--- src/rtl/mmio_uart_tx.sv ---
// mmio_uart_tx: memory-mapped 8N1 UART transmitter with a small TX FIFO, answering bus loads combinationally
module mmio_uart_tx #(
    parameter logic [31:0] BASE_ADDR    = 32'h0000_0100,
    parameter int          CLKS_PER_BIT = 4,
    parameter int          FIFO_DEPTH   = 4
) (
    input  logic        clk,
    input  logic        rst,
    input  logic [31:0] addr,
    input  logic [31:0] wd,
    input  logic        we,
    output logic [31:0] rd,
    output logic        sel,
    output logic        tx,
    output logic        irq
);
    localparam int AW = $clog2(FIFO_DEPTH);
    localparam int CW = AW + 1;
    localparam int BW = $clog2(CLKS_PER_BIT);
    localparam logic [1:0] IDLE  = 2'd0;
    localparam logic [1:0] START = 2'd1;
    localparam logic [1:0] DATA  = 2'd2;
    localparam logic [1:0] STOP  = 2'd3;

    logic [7:0]    mem_q [FIFO_DEPTH];
    logic [AW-1:0] wp_q, rp_q;
    logic [CW-1:0] cnt_q;
    logic [1:0]    st_q, st_d;
    logic [BW-1:0] baud_q;
    logic [2:0]    bit_q;
    logic [7:0]    shift_q;
    logic          ovf_q, en_q, ie_q;
    logic [1:0]    off;
    logic          full, empty, busy, wr_tx, push, pop, bit_end;
    logic          unused_bits;

    assign sel         = addr[31:4] == BASE_ADDR[31:4];
    assign off         = addr[3:2];
    assign full        = cnt_q == CW'(FIFO_DEPTH);
    assign empty       = cnt_q == '0;
    assign busy        = st_q != IDLE;
    assign wr_tx       = we & sel & (off == 2'd0);
    assign push        = wr_tx & ~full;
    assign bit_end     = baud_q == BW'(CLKS_PER_BIT - 1);
    assign pop         = en_q & ~empty & ((st_q == IDLE) | ((st_q == STOP) & bit_end));
    assign unused_bits = ^{wd[31:8], addr[1:0]};

    // pop has priority so STOP can chain straight into the next START
    assign st_d = pop ? START : !bit_end ? st_q : (st_q == START) ? DATA :
                  (st_q == DATA) ? ((bit_q == 3'd7) ? STOP : DATA) : IDLE;

    assign tx  = (st_q == START) ? 1'b0 : (st_q == DATA) ? shift_q[bit_q] : 1'b1;
    assign irq = ie_q & empty & ~busy;
    assign rd  = !sel ? '0 :
                 (off == 2'd1) ? {24'd0, 4'(cnt_q), ovf_q, busy, empty, full} :
                 (off == 2'd2) ? {30'd0, ie_q, en_q} : '0;

    always_ff @(posedge clk) begin
        if (push) mem_q[wp_q] <= wd[7:0];
    end

    always_ff @(posedge clk or negedge rst) begin
        if (!rst) begin
            wp_q    <= '0;
            rp_q    <= '0;
            cnt_q   <= '0;
            st_q    <= IDLE;
            baud_q  <= '0;
            bit_q   <= '0;
            shift_q <= '0;
            ovf_q   <= 1'b0;
            en_q    <= 1'b1;
            ie_q    <= 1'b0;
        end else begin
            st_q   <= st_d;
            baud_q <= (st_q == IDLE || bit_end) ? '0 : baud_q + 1'b1;
            cnt_q  <= cnt_q + CW'(push) - CW'(pop);
            if (st_q == DATA && bit_end) bit_q <= bit_q + 1'b1;
            if (push) wp_q <= wp_q + 1'b1;
            if (pop) begin
                shift_q <= mem_q[rp_q];
                rp_q    <= rp_q + 1'b1;
            end
            if (wr_tx & full) ovf_q <= 1'b1;
            else if (we & sel & (off == 2'd1) & wd[3]) ovf_q <= 1'b0;
            if (we & sel & (off == 2'd2)) begin
                en_q <= wd[0];
                ie_q <= wd[1];
            end
        end
    end
endmodule
--- config.mk ---
export PLATFORM = sky130hd
export DESIGN_NAME = mmio_uart_tx
export DESIGN_NICKNAME = d
export VERILOG_FILES = /design/src/rtl/mmio_uart_tx.sv
export SDC_FILE = /design/constraint.sdc
export NUM_CORES = 1
export LEC_CHECK = 0
export CELL_PAD_IN_SITES_DETAIL_PLACEMENT = 1
export CELL_PAD_IN_SITES_GLOBAL_PLACEMENT = 1
export CORE_UTILIZATION = 35
export DETAILED_ROUTE_END_ITERATION = 10
export PLACE_DENSITY = 0.77
export SYNTH_ARGS = -nofsm -noshare
export SYNTH_HDL_FRONTEND = slang
export SYNTH_SLANG_ARGS = --single-unit
export TNS_END_PERCENT = 50
--- constraint.sdc ---
create_clock -name clk -period 2.71 [get_ports clk]
set_input_delay 0.4065 -clock clk [delete_from_list [all_inputs] [get_ports clk]]
set_output_delay 0.4065 -clock clk [all_outputs]
set_load 0.02 [all_outputs]
==> summary.md, run 1 <==
| Metric | Value |
|---|---|
| Synth area leaders | edfxtp_1, dfrtp_1, mux4_2 |
| Slew margin rel. | 61.3% |
| Post-route minimum period | 2620 ps |
| Comb pwr share | 6.2% |
| Seq pwr share | 47.4% |
| Clock power share | 46.4% |
| Final wirelength | 5.86 mm |
| Worst Tran Pin Value | 580 ps |
| Mapped cell area | 0.00279 mm^2 |
| DRC Markers | 0 |
| Synth warnings | 0 |
| Commonest cells after routing, fill and taps aside | edfxtp_1, conb_1, dfrtp_1 |
| Routed vias/inst | 4.70 |
| Area grow syn2layout | 32.8% |
| Initial antenna violation count | 0 |
| R2R Setup Slk | 360 ps |
| Number of flops mapped to enable cells by yosys | 32 |
| Clk root buf | clkbuf_8 |
| Switch share | 22.7% |
| CP Capture Point | cnt_q[2] |
| Row Count | 32 |
| Total power | 0.00193 W |
| Die W | 91.3 um |
| Worst Path Class, Setup | in -> reg |
| Nets | 335 |
| Yosys top cell by area | edfxtp_1 |
| Hold_ws | 435 ps |
| RePlAce Congestion | 0.732 |
| P_sw | 0.000438 W |
| H-tree depth | 3 |
| Vias in the first global route | 1832 |
| Synthesized area per cell | 14.9 um^2 |
| Final Cell Area | 0.00371 mm^2 |
| Mapped Cells | 188 |
| Layout cells sized above 1 | 28.6% |
| Sequential share of the synthesized area | 56.8% |
| Endpoints failing setup | 0 |
| Crit end category | register |
| Peak supply drop | 0.536 mV |
| Via count | 1695 |
| Cell Area, Placed | 0.00336 mm^2 |
| CP arrival | 2850 ps |
| All-layer global routing usage | 14.6% |
| Worst-path maximum fanout | 3 |
| DR iter-0 viols | 51 |
| Pwr Density | 521 mW/mm^2 |
| First-pass GRT wire length | 9.17 mm |
| Port Buffers | 50 |
| Pin count of the biggest net entering global routing | 26 |
| Fillers | 762 |
| Initial Util | 36.2% |
| I/O pins | 102 |
| Die ar. | 0.00834 mm^2 |
| Diodes inserted | 0 |
| Antenna viol nets, final | 0 |
| CTS Sinks | 57 |
| CORE AREA | 0.00773 mm^2 |
| Crit share post-route | 96.8% |
| Max Root-Sink Buffers | 2 |
| Final hold vios | 0 |
| Max Clock Skew | 14.2 ps |
| Gr ovfl total | 0 |
| Yosys cell types | 37 |
| Main flop type after synthesis | edfxtp_1 |
| Maximum capacitance violations | 0 |
| Flops & latches, synth | 57 |
| Worst endpoint required time | 2930 ps |
| Post-synth top area share | 34.4% |
| Avg WL per Cell | 16.2 um |
| Commonest non-fill, non-tap cell in the layout | edfxtp_1 |
| Final Slew Violations | 0 |
| Post-synth ARST share | 43.9% |
| Leakage power | 1.67 nW |
| Chip height | 91.3 um |
| Status | complete, no violations |
| Fmax | 381 MHz |
| CTS clock-pin slew for the worst setup and hold paths | 70 ps |
| Clock Latency Late Sink | 340 ps |
| Reg-to-reg startpoint | st_q[1] |
| Reg2reg end | cnt_q[2] |
| Startpoint types | primary input |
| Hold path start | baud_q[0] |
| Pre-antenna DRT Iters | 4 |
| TritonCTS Buffers | 9 |
| Internal power component | 0.00149 W |
| R2R depth | 11 |
| TritonCTS clock tree | done |
| Hpwl dp | 4.03 mm |
| Hold crit path type | reg -> reg |
| Worst setup path start | addr[23] |
## repair_timing
action                                  in CTS  in global routing
endpoints found under the setup margin      10                  9
pin swaps                                    1                 14
setup buffers                                2                  0
gates resized for setup                     20                 31
hold buffers                                 0                  0
## synth_stat cells (2+ instances only)
| master | count |
|---|---|
| nor2_1 | 4 |
| buf_4 | 25 |
| mux4_2 | 10 |
| nor3_1 | 3 |
| inv_1 | 10 |
| ha_1 | 13 |
| xnor2_1 | 5 |
| edfxtp_1 | 32 |
| and3_1 | 5 |
| o31ai_1 | 3 |
| nor4_2 | 3 |
| nor3b_1 | 2 |
| nand3_1 | 2 |
| a21oi_1 | 2 |
| or2_2 | 2 |
| and2_2 | 4 |
| mux2_2 | 12 |
| buf_2 | 2 |
| nor4_1 | 3 |
| dfrtp_1 | 24 |
| nor2b_1 | 2 |
| nand2_1 | 5 |
## per-stage QoR
step	setup WS, ps	setup TNS, ps	util (%)	std cells
2_1_floorplan	91.2	0	-	212
4_1_cts	-129	-129	46.7	361
3_5_place_dp	-462	-3440	43.5	343
3_3_place_gp	-346	-2520	43.5	343
6_report	86.8	0	48.0	361
5_1_grt	-9.21	-9.21	48.0	361
## sequential cells by signal, indices dropped and copies added, names as in the netlist
signal / flops
mem_q: 32
st_q: 2
baud_q: 2
cnt_q: 3
ie_q: 1
rp_q: 2
ovf_q: 1
en_q: 1
bit_q: 3
shift_q: 8
wp_q: 2
## worst min-delay path by stage
stage	slack [ps]	end	cells after the start
after floorplan	110	baud_q[0]	0
after global placement	420	baud_q[0]	1
after detailed placement	430	baud_q[0]	1
after CTS	440	baud_q[0]	1
after global routing	470	baud_q[0]	1
final	440	baud_q[0]	1
## layout make-up
cell class	instances	area, um^2	area share, %
clock inverters	7	101	2.73
inverters	10	37.5	1.01
repair buffers	59	622	16.8
well taps	102	128	3.44
clock buffers	9	124	3.34
multi-input cells	117	1110	29.9
flip-flops and latches	57	1590	42.8
## cell families (layout without fill, tap and decap cells)
group	count (synthesis)	in the layout	synth area share, %
DFF	57	57	56.8
AOI/OAI and AO/OA	9	9	2.24
other	1	25	0.134
buffers and inverters	38	85	8.55
and+or+nand+nor	39	39	10.0
xor gates and xnor gates	6	6	1.88
muxes	24	24	13.8
adders and majority gates	14	14	6.54
## worst max-delay path, cell delays in order
cell and delay (ps):
clkdlybuf4s50_1 420, nor4_2 280, nand3_2 150, nor4b_4 300, inv_1 100, ha_1 280, inv_1 70, ha_2 170
inv_2 40, fa_2 360, xnor2_2 150, xnor2_1 120
## per-layer routing
| layer | GRT usage, % | part of all wire [%] | vias up |
|---|---|---|---|
| li1 | - | - | 770 |
| met1 | 17.2 | 42 | 866 |
| met2 | 25.3 | 53 | 43 |
| met3 | 2.43 | 2.2 | 16 |
| met4 | 8.07 | 3.2 | 0 |
| met5 | 0 | 0 | - |
## power by group through the flow
stage,logic (W),clock network [W],registers [W]
after CTS,0.000119,0.000912,0.000917
after detailed placement,0.000118,0,0.000935
after global routing,0.000129,0.000941,0.000916
final,0.000120,0.000896,0.000917
after floorplan,0.0000653,0,0.000935
after global placement,0.000114,0,0.000935
Note: power is estimated with default switching activity, not from simulation.
==> run 2: changes to the inputs <==
--- a/config.mk
+++ b/config.mk
@@ -5,11 +5,12 @@
 export SDC_FILE = /design/constraint.sdc
 export NUM_CORES = 1
 export LEC_CHECK = 0
+export ABC_AREA = 1
 export CELL_PAD_IN_SITES_DETAIL_PLACEMENT = 1
 export CELL_PAD_IN_SITES_GLOBAL_PLACEMENT = 1
-export CORE_UTILIZATION = 35
+export CORE_UTILIZATION = 34
 export DETAILED_ROUTE_END_ITERATION = 10
-export PLACE_DENSITY = 0.77
+export PLACE_DENSITY = 0.78
 export SYNTH_ARGS = -nofsm -noshare
 export SYNTH_HDL_FRONTEND = slang
 export SYNTH_SLANG_ARGS = --single-unit
==> summary.md, run 2 <==
| Metric | Value |
|---|---|
| Synth warnings | 0 |
| Hpwl dp | 5.10 mm |
| XOR/XNOR Fraction of Synth Area | 1.44% |
| Hold_ws | 447 ps |
| Status | complete, no violations |
| Yosys top cell by area | edfxtp_1 |
| CTS Sinks | 57 |
| Synth area leaders | edfxtp_1, dfrtp_1, nor2_1 |
| Layout cells sized above 1 | 9.67% |
| Mapped Cells | 326 |
| Post-synth ARST share | 43.9% |
| Post-Synth Adder-Cell Area | 6.00% |
| Clock Latency Late Sink | 340 ps |
| Chip height | 96.7 um |
| Pwr Density | 471 mW/mm^2 |
| Flops & latches, synth | 57 |
| DR iter-0 viols | 41 |
| Crit end category | primary output |
| Die ar. | 0.00934 mm^2 |
| H-tree depth | 3 |
| Post-synth top cells | nor2_1, nand2_1, inv_1, edfxtp_1, buf_4 |
| Die W | 96.7 um |
| CP max stage delay | 620 ps |
| Final wirelength | 6.71 mm |
| Hold crit path type | in -> async |
| Avg WL per Cell | 13.4 um |
| Yosys cell types | 34 |
| Most numerous cell in the Yosys netlist | nor2_1 |
| Worst path top cell family by delay | buffers and inverters |
| Worst-path maximum fanout | 8 |
| Gr ovfl total | 0 |
| Initial antenna violation count | 0 |
| Largest regs | mem_q (32), shift_q (8) |
| Max Clock Skew | 12.0 ps |
| Initial Util | 35.1% |
| Compound-Gate Fraction of Synth Area | 7.31% |
| Synthesized area per cell | 9.35 um^2 |
| Post-route minimum period | 2540 ps |
| Crit path cell chain | clkdlybuf4s50_1 > inv_1 > nand2_1 > nor2_1 > nand2_1 > nor2_1 > nand2_2 > nor2_1 > clkdlybuf4s50_1 |
| TritonCTS clock tree | done |
| Startpoint types | primary input |
| Area grow syn2layout | 25.1% |
| Largest register FFs | 32 |
| Cell mode on critical path | nor2_1 |
| CP arrival | 2140 ps |
| Pin count of the biggest net entering global routing | 26 |
| Maximum capacitance violations | 0 |
| RSZ-0062 raised after global routing | false |
| TritonCTS Buffers | 9 |
| Routed vias/inst | 4.51 |
| Port Buffers | 50 |
| Worst slack at placement | -114 ps |
| Largest family of logic cells by synthesized area | simple AND/OR/NAND/NOR gates |
| Final Slew Violations | 0 |
| Endpoints failing setup | 0 |
| Mapped cell area | 0.00305 mm^2 |
| Via count | 2261 |
| Post-route setup slack | 167 ps |
| Diodes inserted | 0 |
| Number of flops mapped to enable cells by yosys | 32 |
| Final hold vios | 0 |
| RePlAce Congestion | 0.777 |
| All-layer global routing usage | 15.4% |
| Worst endpoint required time | 2300 ps |
| Worst Tran Pin Value | 555 ps |
| Clk root buf | clkbuf_8 |
| Most flops, register | mem_q |
| I/O pins | 102 |
| Max Root-Sink Buffers | 2 |
| Commonest non-fill, non-tap cell in the layout | nor2_1 |
| DRC Markers | 0 |
| Hold buffers post-CTS | 0 |
| Crit share post-route | 93.8% |
| Peak supply drop | 0.230 mV |
| CORE AREA | 0.00868 mm^2 |
| Leakage power | 1.76 nW |
| Post-CTS Resized | 0 |
| Main flop type after synthesis | edfxtp_1 |
| Commonest cells after routing, fill and taps aside | nor2_1, nand2_1, inv_1 |
| Post-synth top area share | 31.5% |
| Pre-antenna DRT Iters | 4 |
| Nets | 470 |
| Simple-gate area share of the yosys netlist | 19.4% |
| Fillers | 1041 |
| Setup Buffers After CTS | 0 |
| Fmax | 393 MHz |
| Row Count | 34 |
| Worst Path Class, Setup | in -> out |
| CTS clock-pin slew for the worst setup and hold paths | 60 ps |
| Mux share of post-synthesis cell area | 0% |
| R2R Setup Slk | 260 ps |
| Slew margin rel. | 63.0% |
| CP max stage cell | clkdlybuf4s50_1 |
| Vias in the first global route | 2431 |
| Sequential share of the synthesized area | 52.1% |
| WP buf/inv | 3 |
| Setup TNS Final | 0 ps |
| First-pass GRT wire length | 11.3 mm |
| Antenna viol nets, final | 0 |
==> run 2: cell count changes after synthesis, sizes merged, moves of 6 or more <==
cell / delta
inv: +38
mux2: -13
mux4: -10
nand2: +52
nor2: +56
nor4: -6
o21ai: +17
o32ai: +7
==> run 2: stage by stage <==
stage | utilization, % | total power [W] | instances | area, um^2
2_1_floorplan | - | 0.00101 | 350 | 3140
3_3_place_gp | 41.6 | 0.00106 | 486 | 3610
3_5_place_dp | 41.6 | 0.00106 | 486 | 3610
4_1_cts | 43.8 | 0.00181 | 501 | 3800
5_1_grt | 43.9 | 0.00186 | 501 | 3810
6_report | 43.9 | 0.00179 | 501 | 3810
==> run 2: worst paths after layout <==
kind                       cells after the start    endpoint      start
setup / recovery                               9       rd[3]   addr[21]
hold / removal                                 2  shift_q[6]        rst
setup reg to reg                              12    cnt_q[2]    st_q[0]
hold reg to reg                                1   baud_q[0]  baud_q[0]
max in group asynchronous                      2        en_q        rst
min in group clk                               1   baud_q[0]  baud_q[0]
==> run 2: cell type report <==
| cell class | instances | area [um^2] | share of cell area (%) |
|---|---|---|---|
| sequential | 57 | 1590 | 41.7 |
| multi-input combinational | 213 | 1130 | 29.8 |
| timing repair buffer | 60 | 588 | 15.4 |
| inverter | 48 | 180 | 4.73 |
| tap | 108 | 135 | 3.55 |
| clock buffer | 9 | 124 | 3.25 |
| clock inverter | 6 | 60.1 | 1.58 |
==> run 2: power by group <==
part	switching [W]	internal, W	leakage, nW
registers	0.000000000434	0.000917	0.628
logic	0.0000696	0.0000598	1.04
clock network	0.000334	0.000413	0.0909
total	0.000404	0.00139	1.76
==> run 2: logic make-up after synthesis <==
group	Yosys count
AND/OR/NAND/NOR	134
flip-flops	57
other	1
adder cells (fa/ha/maj)	14
buffers and inverters	80
AO/OA/AOI/OAI	35
XOR/XNOR	5
==> run 2: per-layer routing <==
metal  GRT usage [%]  vias to the layer above  wire length, um
li1                -                     1124                -
met1            17.4                     1079             2820
met2            27.6                       53             3560
met3            4.12                        5              263
met4            5.51                        0               69
met5               0                        -                0
